===== config.mk =====
export PLATFORM = sky130hd
export DESIGN_NAME = fdam_rd_unpacker_flat
export DESIGN_NICKNAME = d
export VERILOG_FILES = /design/src/rtl/fdam_rd_unpacker_if.sv /design/src/rtl/fdam_rd_unpacker.sv /design/src/flat_wrapper.sv
export SDC_FILE = /design/constraint.sdc
export NUM_CORES = 2
export LEC_CHECK = 0
export BUFFER_PORTS_ARGS = -buffer_cell sky130_fd_sc_hd__buf_2
export CORE_MARGIN = 4
export CORE_UTILIZATION = 61
export CTS_BUF_LIST = sky130_fd_sc_hd__clkbuf_16
export CTS_CLUSTER_DIAMETER = 30
export DETAILED_ROUTE_END_ITERATION = 12
export PLACE_DENSITY = 0.8
export SLEW_MARGIN = 5
export SYNTH_ARGS = -nofsm -noshare
export SYNTH_HDL_FRONTEND = slang
export SYNTH_SLANG_ARGS = --single-unit
export TNS_END_PERCENT = 10

===== constraint.sdc =====
create_clock -name clk -period 47.1 [get_ports clk]
set_input_delay 9.42 -clock clk [delete_from_list [all_inputs] [get_ports clk]]
set_output_delay 9.42 -clock clk [all_outputs]
set_load 0.01 [all_outputs]

===== src/rtl/fdam_rd_unpacker_if.sv =====
// FDAM read channel plus the unpacked word stream.
// master is the unpacker side; slave is the FDAM/consumer side.
interface fdam_rd_unpacker_if #(
    parameter int LINE_W = 512,
    parameter int WORD_W = 32
);
    logic              acc_user_done_rd_data;
    logic              acc_user_available_read;
    logic              acc_user_request_read;
    logic              acc_user_read_data_valid;
    logic [LINE_W-1:0] acc_user_read_data;
    logic              word_valid;
    logic [WORD_W-1:0] word_data;
    logic              word_ready;

    modport master (
        input  acc_user_done_rd_data,
        input  acc_user_available_read,
        output acc_user_request_read,
        input  acc_user_read_data_valid,
        input  acc_user_read_data,
        output word_valid,
        output word_data,
        input  word_ready
    );

    modport slave (
        output acc_user_done_rd_data,
        output acc_user_available_read,
        input  acc_user_request_read,
        output acc_user_read_data_valid,
        output acc_user_read_data,
        input  word_valid,
        input  word_data,
        output word_ready
    );
endinterface


===== src/rtl/fdam_rd_unpacker.sv =====
// Credit-limited FDAM line reader with a small line FIFO,
// unpacking each buffered line LSW-first onto a word stream.
module fdam_rd_unpacker #(
    parameter int LINE_W     = 512,
    parameter int WORD_W     = 32,
    parameter int FIFO_DEPTH = 4
) (
    input  logic                clk,
    input  logic                rst,
    input  logic                start,
    fdam_rd_unpacker_if.master  bus,
    output logic                rd_done,
    output logic                rd_err
);
    localparam int NW = LINE_W / WORD_W;
    localparam int IW = (NW > 1) ? $clog2(NW) : 1;
    localparam int AW = $clog2(FIFO_DEPTH);
    localparam int CW = AW + 1;
    localparam logic [CW:0] DEPTH_C = FIFO_DEPTH[CW:0];

    typedef enum logic [1:0] {
        IDLE,
        RUN,
        DRAIN,
        DONE
    } state_t;

    state_t state, state_nx;

    logic [LINE_W-1:0]          mem [FIFO_DEPTH];
    logic [NW-1:0][WORD_W-1:0]  head;
    logic [CW-1:0]              outst, occ;
    logic [CW:0]                credit_used;
    logic [AW-1:0]              wr_ptr, rd_ptr;
    logic [IW-1:0]              idx;
    logic                       req_q, req_go;
    logic                       active, empty;
    logic                       ret, push, hs, pop, last_word;

    assign empty       = (occ == '0);
    assign active      = (state == RUN) || (state == DRAIN);
    assign credit_used = {1'b0, outst} + {1'b0, occ};

    assign req_go = (state == RUN)
                 && bus.acc_user_available_read
                 && !bus.acc_user_done_rd_data
                 && (credit_used < DEPTH_C);

    assign ret       = active && bus.acc_user_read_data_valid;
    assign push      = ret && (outst != '0);
    assign hs        = !empty && bus.word_ready;
    assign last_word = (idx == IW'(NW - 1));
    assign pop       = hs && last_word;

    assign head                      = mem[rd_ptr];
    assign bus.word_valid            = !empty;
    assign bus.word_data             = empty ? '0 : head[idx];
    assign bus.acc_user_request_read = req_q;

    always_comb begin
        state_nx = state;
        unique case (state)
            IDLE:  if (start) state_nx = RUN;
            RUN:   if (bus.acc_user_done_rd_data) state_nx = DRAIN;
            DRAIN: if (outst == '0 && empty) state_nx = DONE;
            DONE:  state_nx = DONE;
        endcase
    end

    always_ff @(posedge clk) begin
        if (!rst) state <= IDLE;
        else      state <= state_nx;
    end

    // Credits cover both in-flight and buffered lines, so a push never overflows.
    always_ff @(posedge clk) begin
        if (!rst) begin
            req_q   <= 1'b0;
            outst   <= '0;
            occ     <= '0;
            wr_ptr  <= '0;
            rd_ptr  <= '0;
            idx     <= '0;
            rd_done <= 1'b0;
            rd_err  <= 1'b0;
        end else begin
            req_q <= req_go;
            outst <= outst + CW'(req_go) - CW'(push);
            occ   <= occ + CW'(push) - CW'(pop);
            if (push) wr_ptr <= wr_ptr + 1'b1;
            if (pop)  rd_ptr <= rd_ptr + 1'b1;
            if (hs)   idx <= last_word ? '0 : idx + 1'b1;
            if (state_nx == DONE) rd_done <= 1'b1;
            if (ret && outst == '0) rd_err <= 1'b1;
        end
    end

    always_ff @(posedge clk) begin
        if (push) mem[wr_ptr] <= bus.acc_user_read_data;
    end
endmodule


===== src/flat_wrapper.sv =====
// flat-port wrapper written by rule: the top's interface ports become plain ports
module fdam_rd_unpacker_flat 
#(
    parameter int LINE_W     = 512,
    parameter int WORD_W     = 32,
    parameter int FIFO_DEPTH = 4
)
  (clk, rst, start, rd_done, rd_err, bus_acc_user_done_rd_data, bus_acc_user_available_read, bus_acc_user_request_read, bus_acc_user_read_data_valid, bus_acc_user_read_data, bus_word_valid, bus_word_data, bus_word_ready);
  fdam_rd_unpacker_if #(.LINE_W(LINE_W), .WORD_W(WORD_W)) bus_i ();
  input  logic clk;
  input  logic rst;
  input  logic start;
  output logic rd_done;
  output logic rd_err;
  input wire logic [$bits(bus_i.acc_user_done_rd_data)-1:0] bus_acc_user_done_rd_data;
  input wire logic [$bits(bus_i.acc_user_available_read)-1:0] bus_acc_user_available_read;
  output wire logic [$bits(bus_i.acc_user_request_read)-1:0] bus_acc_user_request_read;
  input wire logic [$bits(bus_i.acc_user_read_data_valid)-1:0] bus_acc_user_read_data_valid;
  input wire logic [$bits(bus_i.acc_user_read_data)-1:0] bus_acc_user_read_data;
  output wire logic [$bits(bus_i.word_valid)-1:0] bus_word_valid;
  output wire logic [$bits(bus_i.word_data)-1:0] bus_word_data;
  input wire logic [$bits(bus_i.word_ready)-1:0] bus_word_ready;
  assign bus_i.acc_user_done_rd_data = bus_acc_user_done_rd_data;
  assign bus_i.acc_user_available_read = bus_acc_user_available_read;
  assign bus_acc_user_request_read = bus_i.acc_user_request_read;
  assign bus_i.acc_user_read_data_valid = bus_acc_user_read_data_valid;
  assign bus_i.acc_user_read_data = bus_acc_user_read_data;
  assign bus_word_valid = bus_i.word_valid;
  assign bus_word_data = bus_i.word_data;
  assign bus_i.word_ready = bus_word_ready;
  fdam_rd_unpacker #(.LINE_W(LINE_W), .WORD_W(WORD_W), .FIFO_DEPTH(FIFO_DEPTH)) u_core (.clk(clk), .rst(rst), .start(start), .bus(bus_i), .rd_done(rd_done), .rd_err(rd_err));
endmodule

# Yosys cells after proc, flatten, opt, wreduce, memory -nomap -nowiden
# Memory sizes are Yosys's and may differ from the RTL's. A register that Yosys moved wholly into a read port is not among the register bits.
# Cells that the tools add are included.
# Widths: inputs -> output; s select.
[op_classes] addsub=8 n_mul=0 n_div=0 magnitude_cmp=2 eq_ne=5 n_shift=0 muxes=12 bitwise_logic=0 reduce_logical=16
[op_table] cell="$bmux 32 s4" count=1
[op_table] cell="$mux 32" count=2
[op_table] cell="$mux 2" count=5
[op_table] cell="$logic_and 1x1->1" count=9
[op_table] cell="$pmux 2 s4" count=1
[op_table] cell="$add 3x1->3" count=2
[op_table] cell="$eq 2x2->1 const B" count=3
[op_table] cell="$logic_not 3->1" count=2
[op_table] cell="$sub 3x1->3" count=2
[op_table] cell="$lt 4x5->1 const B" count=1
[op_table] cell="$add 2x1->2 const B" count=2
[op_table] cell="$add 3x3->4" count=1
[op_table] cell="$add 4x1->4 const B" count=1
[op_table] cell="$eq 4x4->1 const B" count=1
[op_table] cell="$lt 4x3->1 const B" count=1
[op_table] cell="$mux 4" count=1
[op_table] cell="$reduce_bool 3->1" count=1
[op_table] cell="$eq 2x1->1 const B" count=1
[op_table] cell="$logic_not 1->1" count=2
[op_table] cell="$logic_not 2->1" count=1
[op_table] cell="$mux 1" count=2
[op_table] cell="$logic_or 1x1->1" count=1
[word_totals] reg_bits=19 latch_bits=0 mem_bits_rw=2048 mem_bits_ro=0 input_bits=519 output_inout_bits=36 elab_cells=53 mem_count=1
[mem_list] name="u_core.mem" words=4 width=512 rd=1 rd_ports_with_merged_regs=1 wr=1 line_no="fdam_rd_unpacker.sv:30" source="logic [LINE_W-1:0] mem [FIFO_DEPTH];"

# Depth between registers and ports, before layout
[depth] word_depth=6 ltp_mapped=10

# Worst setup path before layout
# No wires, ideal clock.
[synth_path] path_kind="input to register" from="in bus_acc_user_read_data_valid" to="mem u_core.mem[0][0], enable pin" setup_time_ns=0.943 arrival_ns=21.363 t_required_ns=46.157 setup_slack_ns=24.793 cell_stages=3 n_path_buf=0 path_cell_list="nand2_1 > nor2_1 > and2_1"
[synth_via] elab_chain_len=4
[synth_rtl] element="start: declaration" line_no="flat_wrapper.sv:18" source="input wire logic [$bits(bus_i.acc_user_read_data_valid)-1:0] bus_acc_user_read_data_valid;"
[synth_rtl] element="$logic_and 1x1->1" line_no="fdam_rd_unpacker.sv:49" source="assign ret = active && bus.acc_user_read_data_valid;"
[synth_rtl] element="$logic_and 1x1->1" line_no="fdam_rd_unpacker.sv:50" source="assign push = ret && (outst != '0);"
[synth_rtl] element="$mux 1" line_no="fdam_rd_unpacker.sv:99" source="if (push) mem[wr_ptr] <= bus.acc_user_read_data;"
[synth_rtl] element="$mux 1 (not written as such)" line_no="fdam_rd_unpacker.sv:99"
[synth_rtl] element="end: declaration" line_no="fdam_rd_unpacker.sv:30"
# Every way passes these cells.

==> summary.txt <==
Power
  • Pwr dens: 51.91 nW/um2
  • Worst VDD drop: 0.04641 mV
  • Comb power frac: 0.042
  • Switching power: 1.100 mW
  • Register share of total power: 0.421
  • Clock power frac: 0.537
  • Switching share of power: 0.2195
  • Leakage power: 31.06 nW
  • Pint: 3.910 mW

STA
  • Worst slew pin tran: 1.244 ns
  • Endpoints failing hold: 0
  • Fmax: 63.98 MHz
  • Final cycle utilization of the critical path: 0.3318
  • RSZ-0062 raised after global routing: false
  • Finish-stage setup viols: 0
  • Minimum clock period after layout: 15.63 ns
  • Slew Limit Fails: 0
  • Max-slew headroom: 0.1620
  • Clk_skew: 0.08408 ns
  • Final setup TNS: 0 ns
  • Worst setup margin: 31.47 ns

Floorplan
  • I/O pins: 555
  • CORE AREA: 128,000 um2
  • Row cnt: 131
  • Chip Height: 367.7 um
  • Initial Utilization: 0.6166
  • Die X: 367.7 um
  • Die area: 135,200 um2

Placed design
  • Dpl ws: 32.32 ns
  • Detailed placement HPWL: 125,400 um
  • GP Congestion: 0.7920
  • IO buf count: 554
  • Post-placement cell area: 83,600 um2

Clock network
  • Post-CTS Resized: 0
  • Clk slew on worst S/H paths: 0.05 ns
  • TritonCTS buffer count: 376
  • CTS hold repair buffers: 0
  • Clock buffer depth: 4
  • Setup bufs post-CTS: 0
  • CTS tree: done
  • Clock sink count: 2,069
  • Worst-skew pair later-pin latency: 0.96 ns
  • Clock root cell: clkbuf_16
  • H-tree depth: 5

Layout
  • Area Overhead vs Synth: 22.24%
  • Fin nets: 4,834
  • Final Cell Area: 96,500 um2
  • Layout cells sized above 1: 0.3680

Setup path
  • Worst stage delay on the critical path: 0.93 ns
  • FF-to-FF Start: u_core.state[1]$_SDFF_PN0_
  • Slowest CP cell: dfxtp_4
  • Critical-path cell list: buf_12 > buf_12 > buf_4 > mux4_2 > mux2i_1 > nor2_1 > a2111oi_0 > o32ai_1 > buf_2
  • Setup slack, reg-to-reg: 41.77 ns
  • End of the worst register-to-register path: u_core.mem[3][345]$_DFFE_PP_
  • Arrival time worst endpoint: 6.21 ns
  • WS Path Type: register to output port
  • Cell depth of the worst flop-to-flop path: 8
  • Setup crit end kind: output port
  • Crit Path Max Fanout: 111
  • Most frequent CP cell: buf_12
  • Worst Setup Start Kind: register
  • Critical Path RT: 37.68 ns

Global route
  • Antenna violations before repair: 158
  • First-pass GRT wire length: 319,200 um
  • Vias in the first global route: 43,837
  • Gr usage total: 0.3329
  • Total congestion overflow: 0
  • Pin count of the biggest net entering global routing: 159

Yosys
  • Asr flop ratio synth: 0
  • Sequential fraction of the synthesis area: 0.7844
  • Post-Syn Area: 78,940 um2
  • Syn_area_per_cell: 22.58 um2
  • EDFF count, synth: 2,048
  • Synth cell types: 48
  • Syn_nets: 4,031
  • Mapped Cells: 3,496
  • Post-synthesis register bit count: 2,069
  • Synth Flop Type: edfxtp_1
  • Yosys warns: 0

Hold path
  • Worst Hold End: u_core.rd_done$_SDFFE_PN0N_
  • Hold path start: u_core.rd_done$_SDFFE_PN0N_
  • Class of the worst hold path: register to register
  • Cells on Worst Hold Path: 1

Route
  • Routed vias/inst: 6.623
  • Via count: 42,608
  • Post-DRT Antenna Nets: 0
  • Pre-Repair DR Iteration Count: 5
  • DRT iter0 DRCs: 5,979
  • WL/cell: 34.96 um
  • DRC: 0
  • Total length of routed wires: 224,900 um

Outcome
  • Outcome: complete, no violations

Job
  • Max_cap viols: 0
==> cell usage after synthesis (3+ instances only) <==
library cell  count  area [um2]
o22ai_1          82       513.0
dfxtp_1          21       420.4
or3_1             3       18.77
mux2i_1         295        2953
edfxtp_1       2048       61500
buf_4            21       157.7
and2_1           20       125.1
o21ai_0          58       290.3
nand3_1           6       30.03
nor3_1            3       15.01
inv_1            10       37.54
a21boi_0          3       22.52
o32ai_1           4       35.03
a221oi_1         13       113.9
a22o_1           21       183.9
a211o_1           9       78.83
buf_1            20       75.07
o211ai_1          7       52.55
nand2b_1          5       31.28
nor2b_1          11       68.82
a211oi_1         75       563.0
o31ai_1           4       30.03
a22oi_1           6       45.04
a21oi_1          37       185.2
xnor2_1           6       52.55
buf_6            16       180.2
o21ai_1          13       65.06
o221ai_1         30       262.8
nor2_1           17       63.81
buf_2            60       300.3
mux4_2          426        9594
ha_1             14       175.2
clkbuf_1         80       300.3
a32o_1            9       90.09
or3b_2            3       26.28
a31oi_1           6       37.54
nand2_1          16       60.06
==> layout make-up <==
class | count | area [um2]
Antenna cell | 106 | 265.3
Clock buffer | 381 | 9534
Clock inverter | 296 | 3099
Fill cell | 6365 | 31520
Inverter | 10 | 37.54
Multi-Input combinational cell | 1220 | 16030
Sequential cell | 2069 | 61940
Tap cell | 1729 | 2163
Timing Repair Buffer | 622 | 3433
==> critical path, delay by kind of cell, from the launching register on <==
| family | cells | cell delay [ns] |
|---|---|---|
| simple gates | 1 | 0.10 |
| compound gates | 2 | 0.68 |
| buf+inv | 4 | 2.33 |
| flops | 1 | 0.93 |
| mux | 2 | 0.95 |
==> worst max path at each step <==
| stage | start | endpoint | depth (start not counted) |
|---|---|---|---|
| 3_3_place_gp | register | bus_word_data[26] | 9 |
| 2_1_floorplan | bus_acc_user_read_data_valid | u_core.mem[0][0]$_DFFE_PP_ | 3 |
| 4_1_cts | register | bus_word_data[26] | 9 |
| 5_1_grt | register | bus_word_data[26] | 9 |
| 3_5_place_dp | register | bus_word_data[26] | 9 |
| 6_report | register | bus_word_data[26] | 9 |
==> power groups by stage <==
stage          Combinational [mW]  Sequential, mW  Clock [mW]
3_5_place_dp                0.202            2.14           0
5_1_grt                     0.221            2.11        2.80
3_3_place_gp                0.196            2.13           0
6_report                    0.210            2.11        2.69
4_1_cts                     0.209            2.11        2.71
2_1_floorplan              0.0996            2.16           0
==> cells in the final DEF, fill, tap and decap left out, drive strengths merged, types with 7 or more instances in the layout <==
master       n
nand2       16
mux4       426
nor2b       11
o211ai       7
a32o         9
bufinv      48
clkinvlp    44
diode      106
inv         95
a22o        21
a211oi      75
a211o        9
o21ai       71
o22ai       82
a221oi      14
clkinv     119
clkbuf     381
a21oi       37
o221ai      30
mux2i      295
and2        21
nor2        17
dfxtp       21
edfxtp    2048
buf        622
ha          14
==> per-layer routing <==
| metal | part of all wire | up-vias | global-route usage |
|---|---|---|---|
| met5 | 0.0024 | - | 0 |
| met4 | 0.049 | 62 | 0.1566 |
| met3 | 0.12 | 651 | 0.1156 |
| met2 | 0.49 | 3141 | 0.5190 |
| met1 | 0.34 | 21896 | 0.4269 |
| li1 | - | 16858 | - |
==> stage by stage <==
step                cells  hold slack, ns  utilization  total power, mW
global route         6375          0.5095       0.7527            5.133
floorplan            3496          0.5224            -            2.260
CTS                  6327          0.4917       0.7517            5.022
global placement     5650          0.4650       0.6530            2.330
finish               6433          0.4962       0.7538            5.009
detailed placement   5650          0.4637       0.6530            2.340
==> registers in the layout (all words and copies together) (netlist names), named ones only <==
signal	cells
u_core.occ	3
u_core.rd_err	1
u_core.state	2
u_core.idx	4
u_core.outst	3
u_core.mem	2048
u_core.bus.acc_user_request_read	1
u_core.rd_done	1
u_core.rd_ptr	2
u_core.wr_ptr	2
==> cell families (layout without fill, tap and decap cells) <==
kind of cell	Yosys count	after routing	synth area share
flip-flops	2069	2069	0.7844
multiplexers	723	723	0.1592
AO/OA/AOI/OAI	383	383	0.03333
XOR/XNOR	8	8	0.0008877
AND/OR/NAND/NOR	90	90	0.006102
other	0	106	0
adder cells (fa/ha/maj)	16	16	0.002726
buffers and inverters	207	1309	0.01331
No activity file was read; power rests on OpenSTA's default activity.
